### src/rtl/sw_cfg_if.sv
// Request/response bundle between the address decoder and one switch's config slave.
interface sw_cfg_if #(
  parameter int W_WIDTH = 8
);
  logic               sel_en;
  logic               wr_rd_s;
  logic [W_WIDTH-1:0] addr;
  logic [W_WIDTH-1:0] wr_data;
  logic               ack;
  logic [W_WIDTH-1:0] rd_data;
  logic               busy;
  logic               err;

  modport master (
    output sel_en, wr_rd_s, addr, wr_data,
    input  ack, rd_data, busy, err
  );

  modport slave (
    input  sel_en, wr_rd_s, addr, wr_data,
    output ack, rd_data, busy, err
  );
endinterface

### src/rtl/sw_cfg_slave.sv
// Per-switch configuration register target: register writes/reads with a one-cycle ack,
// zero-gated rd_data for wired-OR combining, and register contents exported to the datapath.
module sw_cfg_slave #(
  parameter int                 W_WIDTH    = 8,
  parameter int                 NUM_REGS   = 4,
  parameter int                 READ_DELAY = 1,
  parameter logic [W_WIDTH-1:0] SW_ID      = '0
) (
  input  logic                        clk,
  input  logic                        rst_n,
  sw_cfg_if.slave                     bus,
  output logic [NUM_REGS*W_WIDTH-1:0] reg_out
);

  localparam int CNT_W = (READ_DELAY > 1) ? $clog2(READ_DELAY) : 1;

  typedef enum logic [1:0] {
    IDLE,
    WR_ACK,
    RD_WAIT,
    RD_ACK
  } state_t;

  state_t             state_q, state_d;
  logic [CNT_W-1:0]   cnt_q, cnt_d;
  logic [W_WIDTH-1:0] regs_q [1:NUM_REGS-1];
  logic [W_WIDTH-1:0] regs_d [1:NUM_REGS-1];
  logic [W_WIDTH-1:0] snap_q, snap_d;
  logic               snap_err_q, snap_err_d;
  logic               ack_q, ack_d;
  logic               busy_q, busy_d;
  logic               err_q, err_d;
  logic [W_WIDTH-1:0] rd_data_q, rd_data_d;

  logic               addr_in_range;
  logic               addr_is_reg;
  logic [W_WIDTH-1:0] rd_val;

  // Address decode and read mux, evaluated against the request on the bus this cycle.
  always_comb begin
    // NOTE: every always_comb output gets a default first so no path leaves it unassigned (no latch).
    addr_in_range = (32'(bus.addr) < NUM_REGS);
    addr_is_reg   = addr_in_range && (bus.addr != '0);
    rd_val        = (bus.addr == '0) ? SW_ID : '0;
    for (int k = 1; k < NUM_REGS; k++) begin
      if (32'(bus.addr) == k) rd_val = regs_q[k];
    end
  end

  always_comb begin
    state_d    = state_q;
    cnt_d      = cnt_q;
    regs_d     = regs_q;
    snap_d     = snap_q;
    snap_err_d = snap_err_q;
    ack_d      = 1'b0;
    busy_d     = 1'b0;
    err_d      = 1'b0;
    rd_data_d  = '0;

    unique case (state_q)
      IDLE: begin
        if (bus.sel_en) begin
          busy_d = 1'b1;
          if (bus.wr_rd_s) begin
            for (int k = 1; k < NUM_REGS; k++) begin
              if (addr_is_reg && (32'(bus.addr) == k)) regs_d[k] = bus.wr_data;
            end
            state_d = WR_ACK;
            ack_d   = 1'b1;
            err_d   = !addr_is_reg;
          end else begin
            // Snapshot now so the returned value is the one present at the accept edge.
            snap_d     = rd_val;
            snap_err_d = !addr_in_range;
            if (READ_DELAY == 1) begin
              state_d   = RD_ACK;
              ack_d     = 1'b1;
              rd_data_d = rd_val;
              err_d     = !addr_in_range;
            end else begin
              state_d = RD_WAIT;
              cnt_d   = CNT_W'(READ_DELAY - 1);
            end
          end
        end
      end

      // A select seen in any non-IDLE state is dropped and flagged one cycle later.
      WR_ACK: begin
        state_d = IDLE;
        err_d   = bus.sel_en;
      end

      RD_WAIT: begin
        busy_d = 1'b1;
        err_d  = bus.sel_en;
        if (cnt_q == CNT_W'(1)) begin
          state_d   = RD_ACK;
          ack_d     = 1'b1;
          rd_data_d = snap_q;
          err_d     = bus.sel_en | snap_err_q;
        end else begin
          cnt_d = cnt_q - 1'b1;
        end
      end

      RD_ACK: begin
        state_d = IDLE;
        err_d   = bus.sel_en;
      end

      default: state_d = IDLE;
    endcase
  end

  always_ff @(posedge clk or negedge rst_n) begin
    if (!rst_n) begin
      state_q    <= IDLE;
      cnt_q      <= '0;
      snap_q     <= '0;
      snap_err_q <= 1'b0;
      ack_q      <= 1'b0;
      busy_q     <= 1'b0;
      err_q      <= 1'b0;
      rd_data_q  <= '0;
      // NOTE: the register file is architecturally visible on reg_out, so it is reset like any other state.
      for (int k = 1; k < NUM_REGS; k++) regs_q[k] <= '0;
    end else begin
      // NOTE: sequential state uses non-blocking assignment so all flops update from pre-edge values.
      state_q    <= state_d;
      cnt_q      <= cnt_d;
      snap_q     <= snap_d;
      snap_err_q <= snap_err_d;
      ack_q      <= ack_d;
      busy_q     <= busy_d;
      err_q      <= err_d;
      rd_data_q  <= rd_data_d;
      regs_q     <= regs_d;
    end
  end

  always_comb begin
    reg_out                = '0;
    reg_out[W_WIDTH-1:0]   = SW_ID;
    for (int k = 1; k < NUM_REGS; k++) begin
      reg_out[k*W_WIDTH +: W_WIDTH] = regs_q[k];
    end
  end

  assign bus.ack     = ack_q;
  assign bus.busy    = busy_q;
  assign bus.err     = err_q;
  assign bus.rd_data = rd_data_q;

endmodule

### src/flat_wrapper.sv
// flat-port wrapper written by rule: the top's interface ports become plain ports
module sw_cfg_slave_flat 
#(
  parameter int                 W_WIDTH    = 8,
  parameter int                 NUM_REGS   = 4,
  parameter int                 READ_DELAY = 1,
  parameter logic [W_WIDTH-1:0] SW_ID      = '0
)
  (clk, rst_n, reg_out, bus_sel_en, bus_wr_rd_s, bus_addr, bus_wr_data, bus_ack, bus_rd_data, bus_busy, bus_err);
  sw_cfg_if #(.W_WIDTH(W_WIDTH)) bus_i ();
  input  logic clk;
  input  logic rst_n;
  output logic [NUM_REGS*W_WIDTH-1:0] reg_out;
  input wire logic [$bits(bus_i.sel_en)-1:0] bus_sel_en;
  input wire logic [$bits(bus_i.wr_rd_s)-1:0] bus_wr_rd_s;
  input wire logic [$bits(bus_i.addr)-1:0] bus_addr;
  input wire logic [$bits(bus_i.wr_data)-1:0] bus_wr_data;
  output wire logic [$bits(bus_i.ack)-1:0] bus_ack;
  output wire logic [$bits(bus_i.rd_data)-1:0] bus_rd_data;
  output wire logic [$bits(bus_i.busy)-1:0] bus_busy;
  output wire logic [$bits(bus_i.err)-1:0] bus_err;
  assign bus_i.sel_en = bus_sel_en;
  assign bus_i.wr_rd_s = bus_wr_rd_s;
  assign bus_i.addr = bus_addr;
  assign bus_i.wr_data = bus_wr_data;
  assign bus_ack = bus_i.ack;
  assign bus_rd_data = bus_i.rd_data;
  assign bus_busy = bus_i.busy;
  assign bus_err = bus_i.err;
  sw_cfg_slave #(.W_WIDTH(W_WIDTH), .NUM_REGS(NUM_REGS), .READ_DELAY(READ_DELAY), .SW_ID(SW_ID)) u_core (.clk(clk), .rst_n(rst_n), .bus(bus_i), .reg_out(reg_out));
endmodule
### config.mk
export PLATFORM = sky130hd
export DESIGN_NAME = sw_cfg_slave_flat
export DESIGN_NICKNAME = d
export VERILOG_FILES = /design/src/rtl/sw_cfg_if.sv /design/src/rtl/sw_cfg_slave.sv /design/src/flat_wrapper.sv
export SDC_FILE = /design/constraint.sdc
export NUM_CORES = 1
export LEC_CHECK = 0
export CORE_MARGIN = 10
export CORE_UTILIZATION = 50
export CTS_CLUSTER_SIZE = 40
export DETAILED_ROUTE_END_ITERATION = 7
export PLACE_DENSITY_LB_ADDON = 0.2
export SLEW_MARGIN = 25
export SYNTH_ARGS = -nofsm -noshare
export SYNTH_HDL_FRONTEND = slang
export SYNTH_SLANG_ARGS = --single-unit
### constraint.sdc
create_clock -name clk -period 5.35 [get_ports clk]
set_input_delay 1.605 -clock clk [delete_from_list [all_inputs] [get_ports clk]]
set_output_delay 1.605 -clock clk [all_outputs]
set_load 0.05 [all_outputs]
* Yosys cells after proc, flatten, opt, wreduce, memory -nomap -nowiden
Cells that the tools add are included.
Storage, ports and cells: flip-flop bits (word level) 47, input port bits 20, output and inout bits 43, word-level logic and storage cells 57
Operators by class: add/sub/neg operators 1, magnitude comparators 1, equal/unequal tests 8, multiplexer cells 20, bitwise logic cells 2, reductions and logical operators 14
Operators by type and width (count):
- 2-to-1 mux 8 bit | 6
- equality test 8 x 2 -> 1 bit, second input constant | 2
- one-hot mux 8 bit (2 select lines) | 1
- AND reduction 4 bit | 3
- equality test 8 x 1 -> 1 bit, second input constant | 1
- < comparator 8 x 3 -> 1 bit, second input constant | 1
- nonzero test 8 bit | 1
- 2-to-1 mux 1 bit | 6
- 2-to-1 mux 2 bit | 3
- one-hot mux 2 bit (3 select lines) | 1
- equality test 2 bit, second input constant | 2
- logical AND 1 bit | 4
- one-hot mux 1 bit (2 select lines) | 2
- one-hot mux 1 bit (3 select lines) | 1
- AND reduction 3 bit | 1
- equality test 2 x 1 -> 1 bit, second input constant | 1
- zero test 1 bit | 2
- zero test 2 bit | 1
- != test 2 x 1 -> 1 bit, second input constant | 1
- != test 2 bit, second input constant | 1
- AND reduction 2 bit | 1
- OR reduction 2 bit | 1
- NOT 1 bit | 1
- OR 1 bit | 1
- subtractor 1 bit, second input constant | 1

* Logic depth before layout (Yosys ltp)
Gate-level depths: netlist of run 1.
word-level depth 7, depth in mapped cells 7

* Least setup slack after synthesis of run 1
No wires, ideal clock.
path kind input to register, start point input port bus_addr[3], end point register u_core.regs_q, in the netlist u_core.reg_out[10], arrival 3113 ps, data required time 5225 ps, path slack 2112 ps, cell stages on the path 4, path buffers 1, path through or4_1 -> buf_2 -> nor4_4 -> mux2_2
On the way: cells in the longest elaborated chain, start to end 4, elaborated cells between the ends (all ways) 6, classes of those cells order compare: 1; eq/ne: 1; reduce/logical: 4
Ends and longest elaborated chain:
- from (decl) | line flat_wrapper.sv:16 | input wire logic [$bits(bus_i.addr)-1:0] bus_addr;
- < comparator 8 x 3 -> 1 bit or nonzero test 8 bit (tied branches) | line sw_cfg_slave.sv:42, sw_cfg_slave.sv:43
- logical AND 1 bit | line sw_cfg_slave.sv:43 | addr_is_reg = addr_in_range && (bus.addr != '0);
- logical AND 1 bit * | line sw_cfg_slave.sv:67 | if (addr_is_reg && (32'(bus.addr) == k)) regs_d[k] = bus.wr_data;
- AND reduction 4 bit (no line) *
- to (signal assigned) | line sw_cfg_slave.sv:139 | regs_q <= regs_d;
- to (decl) | line sw_cfg_slave.sv:26 | logic [W_WIDTH-1:0] regs_q [1:NUM_REGS-1];
Every way passes the cells marked *; elsewhere a longest branch is shown, timed or not. A chain may end at the register's enable or synchronous reset.

* Worst setup path after layout of run 1
start point input port bus_addr[3], end point register u_core.regs_q, in the netlist u_core.reg_out[29]
Same word-level chain as after synthesis.

==> run metrics, run 1 <==
Die ar. about 7300 sq um; Netlist cell types 31; final hold vios 0; Crit Path Class primary input to flop; top cell type's share of synthesized area between 50 and 60%; Ys Warns 0; GRT overflow 0; Worst-path clk slew approximately 0.08 ns; share of layout cells above drive strength 1 about a quarter; Max Clock Freq 0.272 GHz; Total GRT Usage between 10% and 20%; die height around 85 um; TritonCTS clock tree built; VDD IR max around 0.18 mV; crit path launch type primary input; Net Switching ~240 uW; switching power share of the total 30.9%; I/O Pins 63; Layout area overhead 27.3%; Clock power frac between 20% and 30%; Routed WL between 4000 and 5000 um; H-tree depth 2; WP data required 5.54 ns; unrepaired setup endpoints after global routing false; Vias/cell approximately 5.4; Worst setup EP type flop; initial antenna violation count 0; Cell Int Power 547 uW; Initial DRC Count 64; Final TNS setup 0 ns; final setup vio count 0; DRC viols 0; top-count cell post-synth dfrtp_1; hold crit path type flop to flop; clock root cell clkbuf_8; worst-path maximum fanout 8; Antenna Nets Post-Route 0; top_reg_cell synth dfrtp_1; synth top area cells dfrtp_1, mux2_2, nor4_4; drt wl/cell between 15 and 20 um; IO buf count 54; Core Box Area 4060 sq um; Pwr Density 291 nW/um^2; latest clock arrival within the worst-skew pair ~0.31 ns; placer congestion estimate roughly 0.76; CTS Buf Count 5; Final Skew between 0.007 and 0.008 ns; CTS Hold Bufs 0; Combinational Power Share a little over a fifth; worst slew pin tran 0.692 ns; Pins Over Slew Limit 0; MaxCap Viol Count 0; Slew headroom a little over half; Setup Buffers After CTS 0; post-synthesis cell area between 2000 and 2500 sq um; Cells after Synth around 170; final core utilization 67.1%; Worst EP arrival between 3 and 4 ns; # diodes 0; register share of total power approximately 50%; Starting Density about 53%; Nets around 240; post-layout minimum cycle time 3.67 ns; leak pwr ~1.2 nW; clk buf depth 2; commonest cells in the netlist dfrtp_1, mux2_2, nand2_1; Avg Synthesized Cell Area around 13 sq um; #FFs+latches synth 47; Final Cycle Share 68.6%; Pre-antenna DRT Iters 4; status finished, final reports clean; DR vias around 1400; Die X 85.4 um; CTS Sinks between 40 and 50; post-CTS sizing 0; sequential cell area fraction in the yosys report 55.0%; Post-synth EDFFs 0; Yosys top cell by area dfrtp_1; FP Rows 23; DP Wirelength 3700 um; largest net degree at the start of global routing 48; first-pass GRT wire length ~8100 um; fraction of registers with async set/reset 100%; vias in the first global route ~1500
per-layer routing:
metal,global-route usage (%),vias up,share of wire (%)
met4,5.84,0,1.2
met1,16.5,732,40
met5,0,-,0
li1,-,671,-
met2,22.0,37,51
met3,5.26,5,7.1
layout make-up:
cell class                      instances  area (sq um)
Sequential cell                        47          1180
Timing Repair Buffer                   54           538
Inverter                                3          11.3
Clock buffer                            8           100
Fill cell                             300          1340
Tap cell                               50          62.6
Multi-Input combinational cell        107           835
stage by stage:
step,setup WS (ns),area (sq um),hold WS (ns),power [mW],std cells
final,1.68,2720,0.482,0.792,269
after global routing,1.61,2720,0.515,0.821,269
after CTS,1.67,2720,0.482,0.798,269
after detailed placement,1.38,2620,0.463,0.567,261
after global placement,1.42,2620,0.460,0.565,261
after floorplan,2.11,2160,0.446,0.522,176
cells by family (layout without fill, tap and decap cells):
kind of cell / after synthesis / count (layout) / synth area share, %
AOI/OAI and AO/OA: 30 / 30 / 9.60
buffers and inverters: 22 / 65 / 7.20
DFF: 47 / 47 / 55.0
muxes: 33 / 33 / 17.3
other: 1 / 8 / 0.175
and+or+nand+nor: 36 / 36 / 10.7
power groups by stage:
stage	Clock (mW)	Sequential, mW	Combinational, mW
3_3_place_gp	0	0.401	0.165
4_1_cts	0.237	0.394	0.166
3_5_place_dp	0	0.401	0.166
6_report	0.232	0.395	0.165
5_1_grt	0.247	0.399	0.176
2_1_floorplan	0	0.434	0.0871
placed cells by master, fill, tap and decap left out:
| cell type | instances |
|---|---|
| clkdlybuf4s50_1 | 53 |
| dfrtp_1 | 47 |
| mux2_2 | 32 |
| nand2_1 | 16 |
| a22oi_1 | 8 |
| conb_1 | 8 |
| o21ai_2 | 7 |
| nor2_1 | 7 |
| clkbuf_8 | 7 |
| o21ai_0 | 6 |
| o21ai_1 | 3 |
| a21oi_1 | 3 |
| nor4_4 | 3 |
| inv_1 | 3 |
| nand3b_1 | 2 |
| nor2b_1 | 1 |
| or2_2 | 1 |
| or4_1 | 1 |
| or4b_4 | 1 |
| or3_1 | 1 |
| and3b_2 | 1 |
| a211oi_1 | 1 |
| mux2i_1 | 1 |
| or3b_1 | 1 |
| nand3_1 | 1 |
| a21o_2 | 1 |
| a21boi_0 | 1 |
| clkbuf_1 | 1 |
| buf_4 | 1 |
flip-flops by register name, summed over array words and instances (netlist names):
signal and count:
u_core.snap_q 8, u_core.bus.ack 1, u_core.bus.rd_data 8, u_core.state_q 2, u_core.bus.busy 1, u_core.bus.err 1, u_core.snap_err_q 1, u_core.cnt_q 1
u_core.reg_out 24
worst max-delay path, stage by stage:
cell and delay (ns):
clkdlybuf4s50_1 0.42, or4_1 0.72, nor4_4 0.70, mux2_2 0.41
worst paths after layout:
kind,start,to,slack [ns],depth (start not counted)
max reg2reg,u_core.state_q[1],u_core.reg_out[29],3.18,3
max,bus_addr[3],u_core.reg_out[29],1.68,4
min in group asynchronous,rst_n,u_core.bus.rd_data[5],1.29,1
min,u_core.snap_q[0],u_core.bus.rd_data[0],0.48,2
min reg2reg,u_core.snap_q[0],u_core.bus.rd_data[0],0.48,2
max in group asynchronous,rst_n,u_core.reg_out[28],3.65,1
No activity file was read; power rests on OpenSTA's default activity.
==> run 2: changes to the inputs <==
CORE_UTILIZATION = 47   (was 50)
clock period = 3.7 ns   (was 5.35 ns; I/O delays follow)
==> run metrics, run 2 (synthesized netlist as in run 1, its figures left out) <==
Worst-path clk slew 0.08 ns; MaxCap Viol Count 0; Die ar. between 7000 and 8000 sq um; IO buf count 54; DRC viols 0; Max Clock Freq between 0.3 and 0.4 GHz; I/O Pins 63; # diodes 0; Pwr Density between 400 and 500 nW/um^2; final core utilization between 60% and 70%; Layout area overhead 28.0%; Setup Buffers After CTS 0; H-tree depth 2; TritonCTS clock tree built; Vias/cell roughly 5.4; CP max stage delay 0.71 ns; FP Rows 24; DP Wirelength around 3800 um; leak pwr 1.22 nW; Final TNS setup 0 ns; Crit Path Class primary input to flop; DR vias between 1000 and 1500; critical path's slowest cell or4_1; post-layout minimum cycle time ~3.1 ns; Pre-antenna DRT Iters 4; initial antenna violation count 0; final setup vio count 0; worst path cell trace clkdlybuf4s50_1 -> or4_1 -> nor4_4 -> mux2_2; Die X about 87 um; share of layout cells above drive strength 1 25.5%; unrepaired setup endpoints after global routing false; Worst EP arrival approximately 3.3 ns; Final Skew between 0.003 and 0.004 ns; Initial DRC Count between 60 and 70; DP Worst Slack about 0.24 ns; fill count between 300 and 400; clock root cell clkbuf_8; latest clock arrival within the worst-skew pair about 0.30 ns; CTS Sinks 47; placer congestion estimate approximately 0.78; commonest non-fill, non-tap cell in the layout clkdlybuf4s50_1; Final Cycle Share about 85%; final hold vios 0; WP data required ~3.9 ns; Worst setup EP type flop; Worst Setup Slack, final around 0.57 ns; Top delay family on crit path simple AND/OR/NAND/NOR gates; total power 1.15 mW; worst slew pin tran between 0.7 and 0.8 ns; Pins Over Slew Limit 0; CTS Buf Count 5; VDD IR max 0.213 mV; design area about 2700 sq um; Antenna Nets Post-Route 0; first-pass GRT wire length 8180 um; drt wl/cell 18.6 um; Starting Density 48.8%; max reg flops 24; Total GRT Usage between 10% and 20%; hold crit path type flop to flop; Post-Place Cell Area 2630 sq um; CTS Hold Bufs 0; Core Box Area around 4400 sq um; die height just under 90 um; vias in the first global route around 1600; Slew headroom about 53%; most frequent cells in the layout clkdlybuf4s50_1, dfrtp_1, mux2_2; crit path launch type primary input; worst-path maximum fanout 8; Buf+Inv Stages, Crit Path 1; post-CTS sizing 0; Nets 239; GRT overflow 0; Routed WL approximately 5100 um; status finished, final reports clean; largest net degree at the start of global routing between 40 and 50; clk buf depth 2
## run 2: final cells by class
| cell class | count | area [sq um] | share of cell area, % |
|---|---|---|---|
| inverters | 3 | 11.3 | 0.412 |
| clock buffers | 7 | 96.3 | 3.52 |
| clock inverters | 1 | 7.51 | 0.274 |
| repair buffers | 55 | 546 | 19.9 |
| well taps | 52 | 65.1 | 2.38 |
| flip-flops and latches | 47 | 1180 | 43.0 |
| multi-input cells | 107 | 835 | 30.5 |
## run 2: through the flow
stage / hold slack (ns) / std cells
floorplan: 0.446 / 176
global placement: 0.461 / 264
detailed placement: 0.468 / 264
CTS: 0.492 / 272
global route: 0.516 / 272
finish: 0.488 / 272
## run 2: worst paths after layout
kind	startpoint	to	slack (ns)	depth (start not counted)
setup / recovery	bus_addr[3]	u_core.reg_out[21]	0.57	4
hold / removal	u_core.snap_q[5]	u_core.snap_q[5]	0.49	2
setup reg to reg	u_core.state_q[1]	u_core.reg_out[21]	1.53	3
hold reg to reg	u_core.snap_q[5]	u_core.snap_q[5]	0.49	2
max in group asynchronous	rst_n	u_core.reg_out[17]	2.51	1
min in group asynchronous	rst_n	u_core.snap_q[3]	0.80	1
## run 2: worst reg2reg max path, delay by kind of cell (launching register included)
kind / cells / cell delay (ns)
AND/OR/NAND/NOR: 2 / 1.18
multiplexers: 1 / 0.41
flip-flops: 1 / 0.47
## run 2: routing by layer
metal | share of wire, % | vias up | GRT usage (%)
met5 | 0 | - | 0
met4 | 1.3 | 0 | 4.35
met3 | 8.5 | 7 | 5.24
met2 | 53 | 46 | 24.0
met1 | 37 | 739 | 14.6
li1 | - | 674 | -
## run 2: power by group
part           internal [mW]  switching [mW]  total, mW
sequential             0.541          0.0304      0.572
clock                  0.170           0.167      0.337
combinational         0.0796           0.159      0.239
==> run 3: changes to the inputs <==
CORE_UTILIZATION = 42   (was 47)
clock period = 2.6 ns   (was 3.7 ns; I/O delays follow)
==> run metrics, run 3 (synthesized netlist as in run 1, its figures left out) <==
DP Worst Slack -0.214 ns; share of layout cells above drive strength 1 about 28%; DRC viols 0; CTS Buf Count 5; final hold slack ~0.45 ns; Die X approximately 90 um; Pre-antenna DRT Iters 4; Clock power frac roughly 31%; Crit path top cell by count buf_4; final hold vios 0; Worst path depth 6; post-layout minimum cycle time 2.49 ns; multi-input combinational cell area approximately 830 sq um; R2R depth 4; worst path cell trace clkdlybuf4s50_1 -> or4_1 -> buf_4 -> nor4_4 -> buf_4 -> mux2_2; Cell Int Power about 1.2 mW; VDD IR max ~0.25 mV; critical path's slowest cell or4_1; fill count 419; Cells after DPL a little under 300; MaxCap Viol Count 0; Routed WL 4860 um; latest clock arrival within the worst-skew pair ~0.3 ns; status finished, final reports clean; crit path launch type primary input; Final Skew between 0.006 and 0.007 ns; worst-path maximum fanout 8; GRT overflow 0; hold crit path type primary input to asynchronous set/reset pin; DR vias between 1000 and 1500; FF+latch area 1180 sq um; IO buf count 54; register share of total power about half; post-CTS sizing 0; initial antenna violation count 0; # diodes 0; CP max stage delay 0.51 ns; Pins Over Slew Limit 0; Total GRT Usage approximately 12%; Antenna Nets Post-Route 0; Worst setup EP type flop; vias in the first global route 1585; Max Clock Freq about 0.4 GHz; Core Box Area ~4800 sq um; commonest non-fill, non-tap cell in the layout clkdlybuf4s50_1; Combinational Power Share between 20% and 30%; Layout area overhead 33.5%; DP Wirelength roughly 3700 um; Pwr Density a little under 600 nW/um^2; max reg flops 24; Net Switching about 500 uW; WP data required around 2.8 ns; Worst-path clk slew 0.09 ns; drt wl/cell between 15 and 20 um; placer congestion estimate ~0.8; most frequent cells in the layout clkdlybuf4s50_1, dfrtp_1, mux2_2; H-tree depth 2; Die ar. 8340 sq um; I/O Pins 63; Nets between 200 and 250; TritonCTS clock tree built; fin cells 296; CTS Sinks 47; CTS Hold Bufs 0; Vias/cell just under 5; Setup Buffers After CTS 0; die height just over 90 um; Starting Density between 40 and 50%; worst slew pin tran 0.532 ns; unrepaired setup endpoints after global routing false; leak pwr roughly 1.3 nW; largest net degree at the start of global routing 48; Worst EP arrival around 2.7 ns; Slew headroom about 64%; Crit Path Class primary input to flop; FP Rows 25; Top delay family on crit path buffers and inverters; clk buf depth 2; clock root cell clkbuf_8; Initial DRC Count 58; final setup vio count 0; switching power share of the total between 30% and 40%; Buf+Inv Stages, Crit Path 3; Final Cycle Share a little over nine tenths; Worst Setup Slack, final 0.108 ns; first-pass GRT wire length slightly above 8000 um
[run 3: cell types whose count changed in the layout (fill, tap and decap cells not counted), sizes merged]
cell,before,now
clkbuf,7,5
buf,2,12
bufinv,0,1
[run 3: layer usage]
layer / share of wire, % / wire (um) / global-route usage (%)
met5: 0 / 0 / 0
met4: 1.4 / 68 / 4.31
met3: 8.8 / 426 / 5.76
met2: 49 / 2400 / 19.7
met1: 41 / 1970 / 13.6
[run 3: final timing paths]
check | from | endpoint | slack, ns
setup / recovery | bus_addr[3] | u_core.reg_out[27] | 0.11
hold / removal | rst_n | u_core.bus.rd_data[0] | 0.45
setup reg to reg | u_core.state_q[1] | u_core.reg_out[27] | 0.68
hold reg to reg | u_core.snap_q[1] | u_core.bus.rd_data[1] | 0.48
max in group asynchronous | rst_n | u_core.reg_out[18] | 1.94
min in group clk | u_core.snap_q[1] | u_core.bus.rd_data[1] | 0.48
[run 3: power groups by stage]
stage | Clock (mW) | Combinational [mW] | Sequential (mW)
6_report | 0.518 | 0.351 | 0.810
3_3_place_gp | 0 | 0.350 | 0.823
2_1_floorplan | 0 | 0.179 | 0.894
3_5_place_dp | 0 | 0.354 | 0.826
4_1_cts | 0.532 | 0.356 | 0.810
5_1_grt | 0.568 | 0.375 | 0.819
[run 3: final cells by class]
cell class / instances / share of cell area (%)
flip-flops and latches: 47 / 41.2
well taps: 67 / 2.94
multi-input cells: 107 / 29.2
clock buffers: 5 / 2.41
repair buffers: 65 / 22.5
inverters: 3 / 0.394
clock inverters: 2 / 1.31
[run 3: per-stage QoR]
| step | total power [mW] | setup TNS (ns) | util [%] | instance area (sq um) |
|---|---|---|---|---|
| after floorplan | 1.07 | 0 | - | 2160 |
| after global placement | 1.17 | -5.48 | 57.1 | 2750 |
| after detailed placement | 1.18 | -6.00 | 57.1 | 2750 |
| after CTS | 1.70 | 0 | 59.3 | 2860 |
| after global routing | 1.76 | 0 | 59.3 | 2860 |
| final | 1.68 | 0 | 59.3 | 2860 |
